## config.mk

```make
export PLATFORM = sky130hd
export DESIGN_NAME = instr_prefetch_queue
export DESIGN_NICKNAME = d
export VERILOG_FILES = /design/src/rtl/instr_prefetch_queue.sv
export SDC_FILE = /design/constraint.sdc
export NUM_CORES = 1
export LEC_CHECK = 0
export ABC_AREA = 1
export CORE_AREA = 2 2 113 87
export DETAILED_ROUTE_END_ITERATION = 16
export DIE_AREA = 0 0 115 89
export PLACE_DENSITY = 0.72
export SYNTH_ARGS = -nofsm -noshare
export SYNTH_HDL_FRONTEND = slang
export SYNTH_SLANG_ARGS = --single-unit
```

## constraint.sdc

```tcl
create_clock -name clock -period 1.9 [get_ports clock]
set_input_delay 0.475 -clock clock [delete_from_list [all_inputs] [get_ports clock]]
set_output_delay 0.475 -clock clock [all_outputs]
set_load 0.02 [all_outputs]
```

## src/rtl/instr_prefetch_queue.sv

```systemverilog
// Fetch-side prefetch FIFO: owns the fetch PC, buffers {pc, instr} pairs and
// presents them downstream with valid/ready; a taken jump flushes and redirects.
module instr_prefetch_queue #(
    parameter int PC_BITS    = 9,
    parameter int INSTR_BITS = 9,
    parameter int DEPTH      = 4
) (
    input  logic                    clock,
    input  logic                    reset,
    input  logic                    fetch_en,
    output logic [PC_BITS-1:0]      fetch_pc,
    input  logic [INSTR_BITS-1:0]   instr_in,
    input  logic                    jump_flag,
    input  logic [PC_BITS-1:0]      jump_target,
    output logic                    out_valid,
    input  logic                    out_ready,
    output logic [INSTR_BITS-1:0]   out_instr,
    output logic [PC_BITS-1:0]      out_pc,
    output logic [$clog2(DEPTH):0]  count
);

    localparam int PTR_W   = $clog2(DEPTH);
    localparam int CNT_W   = PTR_W + 1;
    localparam int ENTRY_W = PC_BITS + INSTR_BITS;

    logic [PC_BITS-1:0] fetch_pc_reg, fetch_pc_next;
    logic [CNT_W-1:0]   count_reg, count_next;
    logic [PTR_W-1:0]   rd_ptr_reg, rd_ptr_next;
    logic [PTR_W-1:0]   wr_ptr_reg, wr_ptr_next;
    logic [ENTRY_W-1:0] entry_reg [DEPTH];
    logic [ENTRY_W-1:0] head_entry;

    logic flush, push, pop, not_empty, not_full;

    assign not_empty = (count_reg != '0);
    assign not_full  = (count_reg != CNT_W'(DEPTH));
    assign flush     = jump_flag;
    // Full blocks the push even if a pop frees a slot in the same cycle.
    assign push      = fetch_en && not_full && !flush;
    assign pop       = not_empty && out_ready && !flush;

    always_comb begin
        fetch_pc_next = fetch_pc_reg;
        count_next    = count_reg;
        rd_ptr_next   = rd_ptr_reg;
        wr_ptr_next   = wr_ptr_reg;
        if (flush) begin
            fetch_pc_next = jump_target;
            count_next    = '0;
            rd_ptr_next   = '0;
            wr_ptr_next   = '0;
        end else begin
            if (push) begin
                fetch_pc_next = fetch_pc_reg + 1'b1;
                wr_ptr_next   = wr_ptr_reg + 1'b1;
            end
            if (pop) begin
                rd_ptr_next = rd_ptr_reg + 1'b1;
            end
            if (push && !pop) begin
                count_next = count_reg + 1'b1;
            end else if (pop && !push) begin
                count_next = count_reg - 1'b1;
            end
        end
    end

    always_ff @(posedge clock or negedge reset) begin
        if (!reset) begin
            fetch_pc_reg <= '0;
            count_reg    <= '0;
            rd_ptr_reg   <= '0;
            wr_ptr_reg   <= '0;
        end else begin
            fetch_pc_reg <= fetch_pc_next;
            count_reg    <= count_next;
            rd_ptr_reg   <= rd_ptr_next;
            wr_ptr_reg   <= wr_ptr_next;
        end
    end

    // Storage is never cleared; validity is tracked purely by count_reg.
    always_ff @(posedge clock) begin
        if (push) begin
            entry_reg[wr_ptr_reg] <= {fetch_pc_reg, instr_in};
        end
    end

    assign head_entry = entry_reg[rd_ptr_reg];

    assign fetch_pc  = fetch_pc_reg;
    assign count     = count_reg;
    assign out_valid = not_empty;
    assign out_pc    = not_empty ? head_entry[ENTRY_W-1:INSTR_BITS] : '0;
    assign out_instr = not_empty ? head_entry[INSTR_BITS-1:0] : '0;

endmodule

```

# Word level (Yosys, flattened, before mapping)
# Memory sizes are Yosys's and may differ from the RTL's.
# Cells that the tools add are included.
# W data, S select, Z words.
# word_totals
mem_bits_rw	72
output_inout_bits	31
ff_bits	16
n_memories	1
input_bits	23
word_cells	37
# memory_table
memory	words	word_bits	rd	rd_clocked_by_memory_dff	write_ports	line_no	source
entry_reg	4	18	1	0	1	30	logic [ENTRY_W-1:0] entry_reg [DEPTH];
# classes
n_eq_ne	1
reduce_logical	13
muxes	13
n_addsub	5
# ops
operator	n
$mux W9	4
$add A9 B1 Y9 const B	1
$mux W3	3
$mux W2	4
$logic_and A1 B1 Y1	6
$reduce_bool A3 Y1	2
$add A2 B1 Y2 const B	2
$reduce_bool A2 Y1	2
$add A3 B1 Y3 const B	1
$logic_not A1 Y1	3
$ne A3 B3 Y1 const B	1
$sub A3 B1 Y3 const B	1
$mux W1	2

# Depth between registers and ports, before layout
# Gate-level depths: netlist (run 1).
# logic_depth
depth_word	8
depth_mapped	11
mapped_depth_nobuf	11

# Least setup slack after synthesis (run 1)
# OpenSTA, ideal clock, no wires.
# synth_path
path_kind	register to register
start	register count_reg[0] (netlist: count[0])
end	memory entry_reg[0][0] (netlist name) (enable)
synth_period_minus_slack_ns	2.181
path_buffers	0
setup_slack_ns	-0.281
arrival_ns	1.788
required_ns	1.507
setup_ns	0.393
stages_incl_launch_ff	7
path_cell_list	dfrtp_1 > nor2_4 > nand2_1 > nand2_4 > nor2_8 > inv_2 > nor2_1
# synth_via
elab_chain_len	5
# synth_rtl
item	line_no	source
start: declaration	27	logic [CNT_W-1:0] count_reg, count_next;
start signal: assignment	76	count_reg <= count_next;
$ne A3 B3 Y1	36	assign not_full = (count_reg != CNT_W'(DEPTH));
$logic_and A1 B1 Y1 (2 in a row)	39	assign push = fetch_en && not_full && !flush;
$mux W1	84	if (push) begin
$mux W1 (implied by the code)	85	entry_reg[wr_ptr_reg] <= {fetch_pc_reg, instr_in};
end: declaration	30	
# Every way passes these cells.

# Final worst setup path (run 1)
# layout_path
start	register rd_ptr_reg[0]
end	output port out_pc[8]
# layout_via
elab_chain_len	2
# layout_rtl
item	line_no	source
start: declaration	28	logic [PTR_W-1:0] rd_ptr_reg, rd_ptr_next;
start signal: assignment	77	rd_ptr_reg <= rd_ptr_next;
$mem_v2 Z4 W18	-	
$mux W9	94	assign out_pc = not_empty ? head_entry[ENTRY_W-1:INSTR_BITS] : '0;
end: declaration	18	output logic [PC_BITS-1:0] out_pc,
# Every way passes these cells.

==> results of run 1 <==
==> worst max path at each step <==
stage | cells past startpoint | slack, ns | endpoint
floorplan | 6 | -0.28 | entry_reg[0][0]
global placement | 5 | -0.26 | out_pc[8]
detailed placement | 5 | -0.32 | out_pc[8]
CTS | 5 | -0.17 | out_pc[8]
global route | 5 | -0.24 | out_pc[7]
finish | 6 | -0.17 | out_pc[8]
==> layer usage <==
| layer | wire length [um] | share of wire, % | vias to the layer above | track usage (%) |
|---|---|---|---|---|
| met4 | 129 | 1.5 | 0 | 7.01 |
| li1 | - | - | 1368 | - |
| met1 | 3890 | 47 | 1325 | 24.1 |
| met3 | 418 | 5.0 | 10 | 4.68 |
| met2 | 3930 | 47 | 70 | 29.2 |
| met5 | 0 | 0 | - | 0 |
==> through the flow <==
step	setup TNS [ns]	area, um2	worst slack, ns	hold slack, ns	instances
after global placement	-7.86	4790	-0.257	0.603	537
after floorplan	-20.21	3840	-0.281	0.179	344
final	-1.56	5120	-0.167	0.454	556
after CTS	-2.10	5120	-0.169	0.454	556
after global routing	-3.41	5120	-0.237	0.475	556
after detailed placement	-10.34	4790	-0.324	0.595	537
==> critical path, cell delays in order (launching register included) <==
cell and delay (ns):
dfrtp_2 0.45, buf_12 0.18, nor2_1 0.06, nor2_1 0.09
o21ai_1 0.08, a21oi_1 0.22, buf_4 0.18
==> synthesized netlist by cell type (2+ instances only) <==
cell	instances
o21bai_1	2
inv_2	6
nand2_4	4
a31oi_1	2
nor2_1	79
o211ai_2	2
nand2_1	37
clkbuf_1	4
xnor2_1	2
ha_1	5
a21oi_1	22
dfrtp_1	16
xor2_1	4
nand3_1	5
edfxtp_1	72
o21ai_0	41
inv_1	19
buf_2	6
buf_4	3
nand3b_1	2
o211ai_1	2
==> timing repair <==
action	CTS	global route
cloned	1	0
pin swaps	8	6
setup endpoints to repair	25	20
buffers inserted	2	0
gates resized for setup	112	15
==> cell type report <==
class                   instances  area (um2)
fillers                       756        3880
flip-flops and latches         88        2560
multi-input cells             218        1120
repair buffers                 97         880
clock buffers                  10         239
well taps                     112         140
inverters                      25        93.8
clock inverters                 6        88.8
==> placed cells by master, fill, tap and decap left out, drive strengths merged, types with 2 or more instances in the layout <==
cell type | synthesis | layout
a21oi | 23 | 23
a31oi | 2 | 2
buf | 9 | 62
bufinv | 0 | 2
clkbuf | 4 | 11
clkdlybuf4s50 | 0 | 28
dfrtp | 16 | 16
dlygate4sd2 | 0 | 6
edfxtp | 72 | 72
ha | 5 | 5
inv | 25 | 27
nand2 | 42 | 42
nand3 | 6 | 6
nand3b | 2 | 2
nor2 | 81 | 81
o211ai | 4 | 4
o21ai | 41 | 41
o21bai | 2 | 2
xnor2 | 2 | 2
xor2 | 4 | 4
==> kinds of logic (layout without fill, tap and decap cells) <==
group                    Yosys count  in the layout  share of synthesized area, %
AND/OR/NAND/NOR                  133            133                          15.1
AO/OA/AOI/OAI                     73             73                          10.4
adder cells (fa/ha/maj)            6              6                          2.15
buffers and inverters             38            138                          4.21
XOR/XNOR                           6              6                          1.37
flip-flops                        88             88                          66.8
==> report_power, final <==
part	internal, uW	switching, uW	total, uW
logic	1260	1710	2970
clock network	1190	720	1910
registers	2320	126	2450
==> flow_summary_export.csv, run 1 <==
group,metric,value,unit
run_status,status,"complete, but fails checks",
run_status,violations,"setup timing",
setup_path,arrival,1.59,ns
setup_path,timing.rr.end,"count[2]",
cts,clock_tree.buffer_depth,2,
global_route,globalRouteTotalUtil,18.2,%
synth,number_of_enable_flip_flop_cells_after_synthesis,72,
cts,cts.reportedPaths.clkPinSlew,0.06,ns
timing,finalCritPeriodShare,109,%
synth,netlist-cell-type-count,30,
synth,synth_nets,373,
hold_path,min-delay-path-class,"primary input to asynchronous set/reset pin",
timing,worst_slew_pin_slew,0.249,ns
floorplan,ios,54,
cts,tritoncts,"yes",
power_and_ir_drop,powerDensity,1430,nW/um2
synth,async_flop_share,18.2,%
timing,final_number_of_max_transition_violations,0,
layout,largest_reg_flops,72,
synth,synth_area_leaders,"edfxtp_1 (56%), dfrtp_1 (10%), nor2_1 (7.7%), o21ai_0 (5.3%), nand2_1 (3.6%)",
synth,synthesis.yosys.warnings,0,
power_and_ir_drop,lkg_pwr,0.00206,uW
layout,insertedDiodeCount,0,
placed_design,number_of_port_buffers,53,
synth,yosys_register_bits,88,
setup_path,worst-endpoint-required,1.42,ns
route,vias,2773,
setup_path,critPathLaunchType,"register",
cts,clockRootBuffer,"clkbuf_16",
timing,final.setup.worst_slack,-0.167,ns
route,dr.first_iter.drc_count,181,
synth,synth_top_flop_cell,"edfxtp_1",
layout,areaGrowthSynthToFinish,33.6,%
setup_path,timing_worst_setup_path_type,"register to output pin",
timing,slew_headroom,83.4,%
synth,synth_top_area_cell,"edfxtp_1",
route,post_drt_antenna_nets,0,
synth,postSynthCellCount,344,
synth,yosys.area.top_type_share,56.3,%
route,sum_of_routed_wire_length_over_all_layers,8370,um
layout,layout-drive-gt1-share,22.7,%
floorplan,fp.coreArea,9010,um2
setup_path,beginning_of_the_critical_path,"rd_ptr_reg[0]",
timing,fmaxAchievable,0.484,GHz
global_route,globalRouteOverflowTotal,0,
cts,worst_skew_pair.late_latency,0.34,ns
floorplan,die-width,115,um
route,route.detailed.vias_per_inst,4.99,
cts,postCtsHoldBufs,0,
floorplan,die_height,89,um
floorplan,die-area,10200,um2
power_and_ir_drop,max-vdd-ir-drop,0.000638,V
setup_path,highest_net_fanout_along_the_worst_path,19,
timing,rsz_0062_raised_after_global_routing,"yes",
placed_design,gp_routability_congestion,0.816,
route,post-route-drc-count,0,
floorplan,num_rows,30,
setup_path,reg2reg_from,"count[1]",
timing,min_period,2.07,ns
floorplan,initial_standard_cell_utilization_of_the_core,42.6,%
cts,cts_max_level,3,
synth,synthesized_area_divided_by_synthesized_cell_count,11.2,um2
synth,ys_seq_area_share,66.8,%
placed_design,dp_hpwl,5720,um
setup_path,setup.worst_path.end_class,"output pin",
global_route,grt_first_pass_wirelength,13800,um
cts,tritoncts.num_buffers,9,
setup_path,reg2regPathDepth,11,
route,detailedRoute.firstPassIterationCount,4,
timing,report.final.setup_viol,18,
layout,design.final.nets,468,
synth,netlist_area,3840,um2
global_route,grt_antenna_before_repair,0,
timing,clock_skew,0.00957,ns
global_route,pin_count_of_the_biggest_net_entering_global_routing,20,
cts,numClockSinks,88,
timing,hold_violations,0,
run,cap_viol_max_count,0,
layout,finish.utilization,56.9,%
power_and_ir_drop,finalPower,7340,uW
route,wire_per_inst,15.1,um
global_route,first_global_vias,2795,
setup_path,r2r_setup_slack,0.13,ns
Power figures use the tool's default switching activity.
==> run 2, diff against run 1 <==
RECOVER_POWER = 25   (was unset)
==> run 2 against run 1 <==
Compared with the run above: the run still ends with setup timing left; combinational power is essentially flat; sequential share of layout area grew 0.21 points; clock power is essentially flat; utilization shrank 0.26 points; critical path depth is the same; fmax shrank 0.12%; routed wire length shrank 0.63%; design area shrank 0.46%; sequential power is essentially flat; first-iteration DRC count shrank 7.2%; critical endpoint unchanged.
==> flow_summary_export.csv, run 2 (synthesis gave the netlist of run 1 again) <==
group,metric,value,unit
placed_design,gp_routability_congestion,0.816,
layout,layout-drive-gt1-share,21.2,%
run_status,violations,"setup timing",
placed_design,number_of_port_buffers,53,
route,sum_of_routed_wire_length_over_all_layers,8320,um
floorplan,num_rows,30,
timing,report.final.setup_viol,18,
setup_path,setup.worst_path.end_class,"output pin",
power_and_ir_drop,finalPower,7310,uW
cts,cts.reportedPaths.clkPinSlew,0.06,ns
layout,design.final.nets,468,
timing,rsz_0062_raised_after_global_routing,"yes",
power_and_ir_drop,powerDensity,1430,nW/um2
cts,clockRootBuffer,"clkbuf_16",
cts,postCtsHoldBufs,0,
route,route.detailed.vias_per_inst,4.99,
setup_path,arrival,1.59,ns
floorplan,initial_standard_cell_utilization_of_the_core,42.6,%
hold_path,min-delay-path-class,"register to register",
setup_path,timing_worst_setup_path_type,"register to output pin",
timing,clock_skew,0.00838,ns
power_and_ir_drop,power.switching_fraction,34.9,%
power_and_ir_drop,max-vdd-ir-drop,0.000637,V
layout,areaGrowthSynthToFinish,32.9,%
cts,worst_skew_pair.late_latency,0.34,ns
cts,tritoncts.num_buffers,9,
timing,worst_slew_pin_slew,0.986,ns
power_and_ir_drop,power_frac_comb,40.4,%
setup_path,worst-endpoint-required,1.42,ns
cts,cts_max_level,3,
timing,min_period,2.07,ns
timing,fmaxAchievable,0.483,GHz
layout,finish.utilization,56.6,%
placed_design,dp_hpwl,5720,um
route,dr.first_iter.drc_count,168,
run,cap_viol_max_count,0,
cts,numClockSinks,88,
global_route,grt_first_pass_wirelength,13800,um
layout,most-common-layout-cells,"nor2_1 (78), edfxtp_1 (72), buf_4 (48), nand2_1 (37), clkdlybuf4s50_1 (27)",
timing,final.setup.tns,-1.55,ns
power_and_ir_drop,lkg_pwr,0.00204,uW
timing,hold_violations,0,
route,post-route-drc-count,0,
floorplan,ios,54,
floorplan,die-width,115,um
floorplan,die-area,10200,um2
cts,tritoncts,"yes",
setup_path,critPathLaunchType,"register",
run_status,status,"complete, but fails checks",
power_and_ir_drop,power.clock.fraction,26.1,%
layout,final_common_cell,"nor2_1",
route,post_drt_antenna_nets,0,
route,detailedRoute.firstPassIterationCount,4,
setup_path,highest_net_fanout_along_the_worst_path,19,
global_route,first_global_vias,2795,
global_route,globalRouteOverflowTotal,0,
global_route,pin_count_of_the_biggest_net_entering_global_routing,20,
power_and_ir_drop,p_sw,2550,uW
floorplan,fp.coreArea,9010,um2
layout,multiInputGateArea,1120,um2
layout,fillerInstances,762,
layout,largest_reg_flops,72,
global_route,grt_antenna_before_repair,0,
timing,final.setup.worst_slack,-0.170,ns
timing,final_number_of_max_transition_violations,0,
cts,clock_tree.buffer_depth,2,
floorplan,die_height,89,um
timing,timing.hold.ws,0.616,ns
power_and_ir_drop,power.internal,4760,uW
route,wire_per_inst,15.0,um
global_route,globalRouteTotalUtil,18.2,%
power_and_ir_drop,power.sequential.fraction,33.5,%
layout,area_of_all_sequential_standard_cells,2560,um2
route,vias,2776,
timing,finalCritPeriodShare,109,%
layout,insertedDiodeCount,0,
timing,slew_headroom,34.2,%
[run 2: worst max-delay path, cell delays in order (launching register included)]
cell	delay, ns
dfrtp_2	0.45
buf_12	0.18
nor2_1	0.06
nor2_1	0.09
o21ai_1	0.08
a21oi_1	0.22
buf_4	0.18
[run 2: power by group through the flow]
stage	Clock [uW]	Combinational, uW	Sequential (uW)
after floorplan	0	1450	2580
after global placement	0	2980	2470
after detailed placement	0	3020	2480
after CTS	1950	2990	2450
after global routing	2010	3230	2470
final	1910	2950	2450
[run 2: path summary, 6_finish.rpt]
kind,start,to,slack [ns],cells past startpoint
max,rd_ptr_reg[0],out_pc[8],-0.17,6
min,fetch_pc[0],entry_reg[3][9],0.62,0
max reg2reg,count[1],count[2],0.13,11
min reg2reg,fetch_pc[0],entry_reg[3][9],0.62,0
max in group asynchronous,reset,rd_ptr_reg[0],0.43,2
min in group asynchronous,reset,fetch_pc[5],0.80,2
[run 2: per-layer routing]
| layer | GRT usage (%) | routed length, um | up-vias |
|---|---|---|---|
| li1 | - | - | 1366 |
| met1 | 24.1 | 3800 | 1323 |
| met2 | 29.2 | 3900 | 76 |
| met3 | 4.68 | 474 | 11 |
| met4 | 7.01 | 136 | 0 |
| met5 | 0 | 0 | - |
[run 2: through the flow]
stage	instances	setup WS (ns)	instance area [um2]
after floorplan	344	-0.281	3840
after global placement	537	-0.257	4790
after detailed placement	537	-0.324	4790
after CTS	556	-0.169	5120
after global routing	556	-0.237	5100
final	556	-0.170	5100
[run 2: timing repair]
| action | in CTS | in global routing |
|---|---|---|
| setup endpoints to repair | 25 | 20 |
| pin swaps | 8 | 6 |
| resized for setup | 112 | 15 |
| buffers inserted | 2 | 0 |
| cloned | 1 | 0 |
[run 2: area by class of cell]
class / count / share of cell area [%]
clock inverters: 6 / 1.74
repair buffers: 97 / 16.8
well taps: 112 / 2.75
flip-flops and latches: 88 / 50.3
inverters: 25 / 1.84
clock buffers: 10 / 4.68
multi-input cells: 218 / 21.9
